[src/rtl/sa_ser_pkg.sv]
// Shared types for the systolic-array result serializer:
// FSM state encoding, UART byte width and word-to-byte helper.
package sa_ser_pkg;

  localparam int SER_W_DATA = 8;

  typedef enum logic [2:0] {
    ST_IDLE  = 3'd0,
    ST_SEND  = 3'd1,
    ST_WAIT  = 3'd2,
    ST_DONE  = 3'd3,
    ST_CKSUM = 3'd4
  } ser_state_e;

  function automatic int bytes_per_word(
    input int w_word,
    input int w_data
  );
    return w_word / w_data;
  endfunction

endpackage

[src/rtl/sa_byte_index_ctr.sv]
// Word/byte index counter for the result serializer.
// Byte index wraps into the word index; flags the final byte.
module sa_byte_index_ctr
  import sa_ser_pkg::*;
#(
  parameter int COL = 56,
  parameter int BPW = 4,
  localparam int WIW = (COL > 1) ? $clog2(COL) : 1,
  localparam int BIW = (BPW > 1) ? $clog2(BPW) : 1
) (
  input  logic           clk_i,
  input  logic           rst_ni,
  input  logic           clr_i,
  input  logic           adv_i,
  output logic [WIW-1:0] word_idx_o,
  output logic [BIW-1:0] byte_idx_o,
  output logic           last_o
);

  localparam logic [WIW-1:0] WORD_LAST = WIW'(COL - 1);
  localparam logic [BIW-1:0] BYTE_LAST = BIW'(BPW - 1);

  logic [WIW-1:0] word_q, word_d;
  logic [BIW-1:0] byte_q, byte_d;
  logic           wrap;

  assign wrap = (byte_q == BYTE_LAST);

  always_comb begin
    word_d = word_q;
    byte_d = byte_q;
    unique case (1'b1)
      clr_i: begin
        word_d = '0;
        byte_d = '0;
      end
      !clr_i && adv_i && wrap: begin
        byte_d = '0;
        word_d = word_q + 1'b1;
      end
      !clr_i && adv_i && !wrap: begin
        byte_d = byte_q + 1'b1;
      end
      default: ;
    endcase
  end

  always_ff @(posedge clk_i or negedge rst_ni) begin
    if (!rst_ni) begin
      word_q <= '0;
      byte_q <= '0;
    end else begin
      word_q <= word_d;
      byte_q <= byte_d;
    end
  end

  assign word_idx_o = word_q;
  assign byte_idx_o = byte_q;
  assign last_o     = wrap && (word_q == WORD_LAST);

endmodule

[src/rtl/sa_result_serializer.sv]
// Snapshots COL result words and streams them LSB-first to uart_tx.
// Define SER_CHECKSUM_EN to append an XOR checksum byte per frame.
module sa_result_serializer
  import sa_ser_pkg::*;
#(
  parameter int COL    = 56,
  parameter int W_WORD = 32,
  parameter int W_DATA = SER_W_DATA
) (
  input  logic                  i_clk,
  input  logic                  i_Rst_L,
  input  logic                  i_load,
  input  logic [COL*W_WORD-1:0] i_words,
  output logic                  o_tx_dv,
  output logic [W_DATA-1:0]     o_tx_byte,
  input  logic                  i_tx_done,
  output logic                  o_busy,
  output logic                  o_frame_done,
  output logic                  o_overrun
);

  localparam int BPW  = bytes_per_word(W_WORD, W_DATA);
  localparam int WIW  = (COL > 1) ? $clog2(COL) : 1;
  localparam int BIW  = (BPW > 1) ? $clog2(BPW) : 1;
  localparam int OFFW = (COL * W_WORD > 1) ? $clog2(COL * W_WORD) : 1;

  ser_state_e state_q, state_d;

  logic [COL*W_WORD-1:0] shadow_q;
  logic                  overrun_q;
  logic                  load_acc;
  logic                  adv;
  logic [WIW-1:0]        word_idx;
  logic [BIW-1:0]        byte_idx;
  logic                  last;
  logic [OFFW-1:0]       off;
  logic [W_DATA-1:0]     payload;

  sa_byte_index_ctr #(
    .COL (COL),
    .BPW (BPW)
  ) u_idx (
    .clk_i      (i_clk),
    .rst_ni     (i_Rst_L),
    .clr_i      (load_acc),
    .adv_i      (adv),
    .word_idx_o (word_idx),
    .byte_idx_o (byte_idx),
    .last_o     (last)
  );

`ifdef SER_CHECKSUM_EN
  logic [W_DATA-1:0] cks_q;
  logic              cks_sel_q;
`endif

  always_comb begin
    state_d  = state_q;
    load_acc = 1'b0;
    adv      = 1'b0;
    unique case (state_q)
      ST_IDLE: begin
        if (i_load) begin
          load_acc = 1'b1;
          state_d  = ST_SEND;
        end
      end
      ST_SEND: state_d = ST_WAIT;
      ST_WAIT: begin
        if (i_tx_done) begin
`ifdef SER_CHECKSUM_EN
          if (cks_sel_q) state_d = ST_DONE;
          else if (last) state_d = ST_CKSUM;
`else
          if (last) state_d = ST_DONE;
`endif
          else begin
            adv     = 1'b1;
            state_d = ST_SEND;
          end
        end
      end
`ifdef SER_CHECKSUM_EN
      ST_CKSUM: state_d = ST_SEND;
`endif
      ST_DONE: state_d = ST_IDLE;
      default: state_d = ST_IDLE;
    endcase
  end

  always_ff @(posedge i_clk or negedge i_Rst_L) begin
    if (!i_Rst_L) begin
      state_q   <= ST_IDLE;
      shadow_q  <= '0;
      overrun_q <= 1'b0;
    end else begin
      state_q   <= state_d;
      overrun_q <= i_load && (state_q != ST_IDLE);
      if (load_acc) shadow_q <= i_words;
    end
  end

`ifdef SER_CHECKSUM_EN
  // Payload bytes fold into the checksum as they are offered.
  always_ff @(posedge i_clk or negedge i_Rst_L) begin
    if (!i_Rst_L) begin
      cks_q     <= '0;
      cks_sel_q <= 1'b0;
    end else if (load_acc) begin
      cks_q     <= '0;
      cks_sel_q <= 1'b0;
    end else begin
      if (state_q == ST_SEND && !cks_sel_q) cks_q <= cks_q ^ payload;
      if (state_q == ST_CKSUM) cks_sel_q <= 1'b1;
    end
  end
`endif

  assign off = OFFW'(word_idx) * OFFW'(W_WORD)
             + OFFW'(byte_idx) * OFFW'(W_DATA);
  assign payload = shadow_q[off +: W_DATA];

  always_comb begin
    o_tx_byte = '0;
    if (state_q == ST_SEND || state_q == ST_WAIT) begin
      o_tx_byte = payload;
`ifdef SER_CHECKSUM_EN
      if (cks_sel_q) o_tx_byte = cks_q;
`endif
    end
  end

  assign o_tx_dv      = (state_q == ST_SEND);
  assign o_busy       = (state_q == ST_SEND) || (state_q == ST_WAIT)
                     || (state_q == ST_CKSUM);
  assign o_frame_done = (state_q == ST_DONE);
  assign o_overrun    = overrun_q;

endmodule

[config.mk]
export PLATFORM = sky130hd
export DESIGN_NAME = sa_result_serializer
export DESIGN_NICKNAME = d
export VERILOG_FILES = /design/src/rtl/sa_ser_pkg.sv /design/src/rtl/sa_byte_index_ctr.sv /design/src/rtl/sa_result_serializer.sv
export SDC_FILE = /design/constraint.sdc
export NUM_CORES = 2
export LEC_CHECK = 0
export CAP_MARGIN = 15
export CORE_AREA = 5 5 703 705
export DETAILED_ROUTE_END_ITERATION = 10
export DIE_AREA = 0 0 708 710
export DONT_BUFFER_PORTS = 1
export MAX_ROUTING_LAYER = met4
export REMOVE_ABC_BUFFERS = 1
export SYNTH_ARGS = -nofsm -noshare
export SYNTH_HDL_FRONTEND = slang
export SYNTH_SLANG_ARGS = --single-unit
export TNS_END_PERCENT = 1
[constraint.sdc]
create_clock -name i_clk -period 7.4 [get_ports i_clk]
set_input_delay 0.74 -clock i_clk [delete_from_list [all_inputs] [get_ports i_clk]]
set_output_delay 0.74 -clock i_clk [all_outputs]
set_load 0.03 [all_outputs]
=== Yosys cells after proc, flatten, opt, wreduce, memory -nomap -nowiden ===
Cells that the tools add are included.

* Bits of input ports: 1796
* Output and inout port bits: 12
* Logic and storage cells: 44
* Bits in registers: 1804

* Reduce and logical (&&, ||, !) cells: 15
* $add $sub $neg: 3
* Shift operators: 1
* Mux-type cells: 12
* Eq/ne operators: 8

{| class="wikitable"
|+ Operator list
! cell !! count
|-
| variable part select 1792 x 12 -> 8 bit || 1
|-
| case mux 6 bit (2 select lines) || 1
|-
| adder 11 x 5 -> 11 bit || 1
|-
| case mux 3 bit (3 select lines) || 1
|-
| 2-to-1 mux 8 bit || 1
|-
| adder 6 x 1 -> 6 bit, second input constant || 1
|-
| equality test 3 x 2 -> 1 bit, second input constant || 2
|-
| equality test 6 bit, second input constant || 1
|-
| 2-to-1 mux 3 bit || 2
|-
| logical AND 1 bit || 5
|-
| 2-to-1 mux 1 bit || 5
|-
| != test 2 bit, second input constant || 2
|-
| case mux 2 bit (2 select lines) || 1
|-
| nonzero test 2 bit || 2
|-
| equality test 3 x 1 -> 1 bit, second input constant || 1
|-
| equality test 3 bit, second input constant || 1
|-
| zero test 3 bit || 1
|-
| nonzero test 3 bit || 1
|-
| adder 2 x 1 -> 2 bit, second input constant || 1
|-
| equality test 2 bit, second input constant || 1
|-
| zero test 1 bit || 2
|-
| logical OR 1 bit || 2
|-
| 2-to-1 mux 2 bit || 1
|-
| AND reduction 2 bit || 1
|-
| OR reduction 2 bit || 1
|}

=== Longest topological paths before layout ===
* Depth in word-level cells: 9
* Gate-level depth with buffers: 12

=== By module ===
A second synthesis with hierarchy kept.

* Cell total of the unflattened synthesis: 8745
* Area total of the unflattened synthesis: 82192.6 um^2

{| class="wikitable"
|+ By module, submodules not included
! module !! sequential area each (um^2) !! cells each !! area an instance (um^2) !! instances
|-
| sa_result_serializer || 44918.1 || 8700 || 81767.2 || 1
|-
| sa_byte_index_ctr || 200.2 || 45 || 425.4 || 1
|}

=== Least setup slack after synthesis ===
OpenSTA, ideal clock, no wires.

* Kind: register -> output
* Start point: register u_idx.byte_q[0], in the netlist u_idx.byte_idx_o[0]
* End point: output o_tx_byte[7]
* Setup slack: 3.795 ns
* Path buffers: 4
* Stages on the path, launching flop included: 11
* Required time: 6.660 ns
* Data arrival time: 2.865 ns
* Cells stage by stage: dfrtp_1 -> buf_6 -> buf_4 -> buf_4 -> buf_4 -> a311o_1 -> or3_1 -> o311ai_0 -> a21oi_1 -> o21bai_1 -> a221oi_1

* Word-level cells in the longest chain between the ends: 3

{| class="wikitable"
|+ RTL lines
! item !! RTL line !! RTL
|-
| start: declaration || sa_byte_index_ctr.sv:24 || <nowiki>logic [BIW-1:0] byte_q, byte_d;</nowiki>
|-
| start signal: assignment || sa_byte_index_ctr.sv:54 || <nowiki>byte_q <= byte_d;</nowiki>
|-
| adder 11 x 5 -> 11 bit || sa_result_serializer.sv:120 || <nowiki>+ OFFW'(byte_idx) * OFFW'(W_DATA);</nowiki>
|-
| variable part select 1792 x 12 -> 8 bit || sa_result_serializer.sv:121 || <nowiki>assign payload = shadow_q[off +: W_DATA];</nowiki>
|-
| 2-to-1 mux 8 bit || sa_result_serializer.sv:125 || <nowiki>if (state_q == ST_SEND || state_q == ST_WAIT) begin</nowiki>
|-
| end: declaration || sa_result_serializer.sv:15 || <nowiki>output logic [W_DATA-1:0] o_tx_byte,</nowiki>
|}

No other way between the ends.

=== Worst setup path in the final report ===
* Start point: register u_idx.byte_q[0], in the netlist u_idx.byte_idx_o[0]
* End point: output o_tx_byte[5]

Same word-level chain as after synthesis.

==> impl_metrics.py <==
metrics = {
    "timing": {
        "finalSetupViolations": 0,
        "rsz0062_at_grt": "false",
        "hold_violations": 0,
        "fmax_ghz": 0.152,
        "slew_viol_final": 0,
        "min_period_over_period": 0.889,
        "relSlewSlack": 0.181,
        "fin_crit_ps": 6580,
        "tns_ps": 0,
        "tightest_slew_ps": 1230,
        "finalClockSkew_ps": 64.7,
    },
    "synthesis": {
        "syn_avg_cell_area_um2": 9.42,
        "synth-edff-count": 0,
        "syn-cell-area_mm2": 0.0817,
        "synthCells": 8673,
        "synth_cell_types": 58,
        "yosysSeqAreaShare": 0.552,
        "yosysWarningCount": 0,
        "synthFlopType": "dfrtp_1",
        "synth-seq-cells": 1803,
        "ys_async_sr_fraction": 1.00,
    },
    "die": {
        "core_mm2": 0.488,
        "die_w_um": 708,
        "dieArea_mm2": 0.503,
        "io_pins": 1808,
        "num_rows": 257,
        "start_util": 0.168,
        "die_y_um": 710,
    },
    "clock_network": {
        "clock_sink_count": 1803,
        "worstSkewPairLatency_ps": 930,
        "postCtsSetupBuffers": 0,
        "htree_levels": 4,
        "cts_buffers": 210,
        "cts_tree": "yes",
        "path_clk_slew_ps": 60,
        "clockBufferDepth": 4,
        "clockRootBuffer": "clkbuf_16",
    },
    "setup_path": {
        "required_ps": 6660,
        "critPathMaxFanout": 86,
        "crit_type": "reg -> out",
        "worst-path-stages": 7,
        "reg2reg_depth": 7,
        "startpoint_type": "register",
        "critPathArrivalTime_ps": 5840,
        "cpLargestDelayFamily": "multiplexers",
        "cp_cell_sequence": "buf_12, mux4_2, mux4_2, a32oi_1, buf_4, nand3_1, and4_1",
        "crit_buf_inv": 2,
        "timing.critical_path.mode_cell": "mux4_2",
        "crit_path_max_incr_delay_ps": 910,
        "endpoint_kind": "output pin",
        "cp_slowest_cell": "dfrtp_4",
    },
    "pwr": {
        "seq_power_share": 0.398,
        "internal-power_w": 0.0276,
        "switchingPower_w": 0.0177,
        "p_clk_frac": 0.245,
        "power_switching_share": 0.390,
        "p_leak_nw": 53.4,
        "p_per_area_mw_per_mm2": 396,
        "max-vdd-ir-drop_mv": 0.233,
        "pwr-share-comb": 0.357,
    },
    "drt": {
        "ant_nets": 0,
        "wl_um": 422000,
        "drcViolationCount": 0,
        "num_vias": 72600,
        "wl_per_cell_um": 24.8,
        "viasPerCell": 4.26,
        "dr.pass1.iters": 6,
        "drt_iter0_markers": 7572,
    },
    "cells_and_area": {
        "finalNetCount": 12000,
        "syn_to_final_growth_pct": 40.1,
        "multi_input_area_mm2": 0.0344,
        "regArea_mm2": 0.0451,
        "fill_cells": 51200,
        "mostFrequentLayoutCell": "nand2_1",
        "fin_util": 0.235,
        "mostFrequentLayoutCells": "nand2_1 (5446), dfrtp_1 (1795), dlygate4sd3_1 (1748), mux4_2 (484), clkbuf_16 (212)",
        "drive_above_1_share": 0.0988,
    },
    "global_route": {
        "grt_start_max_net_pins": 235,
        "met3_usage": 0.0327,
        "grtUsageTotal": 0.166,
        "grt.overflow.total": 0,
        "antenna_found_initial": 209,
        "top_usage_layer": "met2",
        "grt_pass1_vias": 75100,
        "met1_usage": 0.197,
        "grt_pass1_wl_um": 576000,
        "use_met2": 0.265,
    },
    "placed_design": {
        "routabilityCongestion": 0.920,
        "portBuffers": 0,
        "dpl.hpwl_um": 309000,
    },
    "run": {
        "drv_cap": 0,
    },
    "hold_path": {
        "min_path_cells": 2,
        "hp-class": "in -> reg",
    },
    "run_status": {
        "outcome": "finished clean",
    },
}
[registers in the layout (all words and copies together) (netlist names)]
name              cells
o_overrun             1
u_idx.word_idx_o      6
state_q               2
u_idx.byte_idx_o      2
shadow_q           1792
[synthesized netlist by cell type, drive strengths merged, types with 2 or more instances]
library cell | number | area share
a2111oi | 4 | 0.00043
a211oi | 15 | 0.0014
a21oi | 35 | 0.0021
a221oi | 30 | 0.0032
a22oi | 27 | 0.0025
a311o | 2 | 0.00024
a311oi | 2 | 0.00021
a31oi | 5 | 0.00038
a32oi | 8 | 0.00086
and2 | 6 | 0.00046
and3 | 2 | 0.00015
buf | 146 | 0.010
clkbuf | 405 | 0.019
clkinv | 2 | 0.000092
dfrtp | 1803 | 0.55
ha | 7 | 0.0011
inv | 6 | 0.00028
mux2 | 7 | 0.00096
mux2i | 86 | 0.011
mux4 | 484 | 0.13
nand2 | 5447 | 0.25
nand2b | 3 | 0.00023
nand3 | 20 | 0.0012
nand4 | 7 | 0.00054
nor2 | 22 | 0.0010
nor2b | 12 | 0.00092
nor3 | 8 | 0.00049
nor3b | 2 | 0.00018
o211ai | 5 | 0.00046
o21ai | 24 | 0.0015
o21bai | 2 | 0.00018
o221ai | 3 | 0.00032
o22ai | 5 | 0.00038
o311a | 2 | 0.00024
o311ai | 4 | 0.00043
o31ai | 2 | 0.00018
or3 | 4 | 0.00031
or4 | 3 | 0.00028
xnor2 | 3 | 0.00032
[power by group through the flow]
stage / registers (W) / clock network [W] / logic [W]
after floorplan: 0.0138 / 0 / 0.0107
after global placement: 0.0179 / 0 / 0.0152
after detailed placement: 0.0180 / 0 / 0.0155
after CTS: 0.0179 / 0.0114 / 0.0164
after global routing: 0.0184 / 0.0117 / 0.0179
final: 0.0180 / 0.0111 / 0.0162
[through the flow]
step	hold slack [ps]	instances	total power, W	area (um2)	worst slack (ps)
after floorplan	438	8122	0.0244	79400	-23750
after global placement	453	14700	0.0331	89100	1030
after detailed placement	456	14700	0.0335	89200	993
after CTS	0.436	16900	0.0457	114000	271
after global routing	33.9	17000	0.0481	114000	390
final	92.8	17100	0.0453	114000	818
[routing by layer]
layer,share of wire,vias to the layer above
met5,0,-
met4,0.061,0
met3,0.073,1274
met2,0.47,4127
met1,0.39,36000
li1,-,31100
[final cells by class]
type                            count  area share
Antenna cell                      174     0.00380
Clock buffer                      290      0.0529
Clock inverter                     91      0.0109
Inverter                            8    0.000361
Multi-Input combinational cell   6311       0.300
Sequential cell                  1803       0.394
Tap cell                         6475      0.0708
Timing Repair Buffer             1898       0.167
[path summary, 6_finish.rpt]
path                                   to  slack [ps]                 from
max                          o_tx_byte[5]         820  u_idx.byte_idx_o[0]
max in group asynchronous   shadow_q[441]        4820              i_Rst_L
min in group asynchronous  shadow_q[1595]         530              i_Rst_L
min reg2reg                shadow_q[1680]         470       shadow_q[1680]
min                        shadow_q[1507]          90        i_words[1507]
max reg2reg                shadow_q[1496]        3830           state_q[0]
[cells by family after synthesis]
group           after synthesis  synth area share
simple gates               5539             0.256
flops                      1803             0.552
mux                         577             0.145
buf+inv                     559            0.0293
compound gates              184            0.0160
fa+ha+maj                     7           0.00107
xor+xnor                      4          0.000429
[repair_timing]
action	in CTS	in global routing
hold endpoints to repair	1838	0
gates resized for setup	1	0
hold buffers	1748	0
setup endpoints to repair	1	0
[worst register-to-register path, stage by stage, from the launching register on]
cell and delay (ps):
dfrtp_1 450, inv_1 170, ha_2 280, and2_4 680, buf_4 490, buf_12 530
nand2_1 750, nand2_1 150
Note: power is estimated with default switching activity, not from simulation.
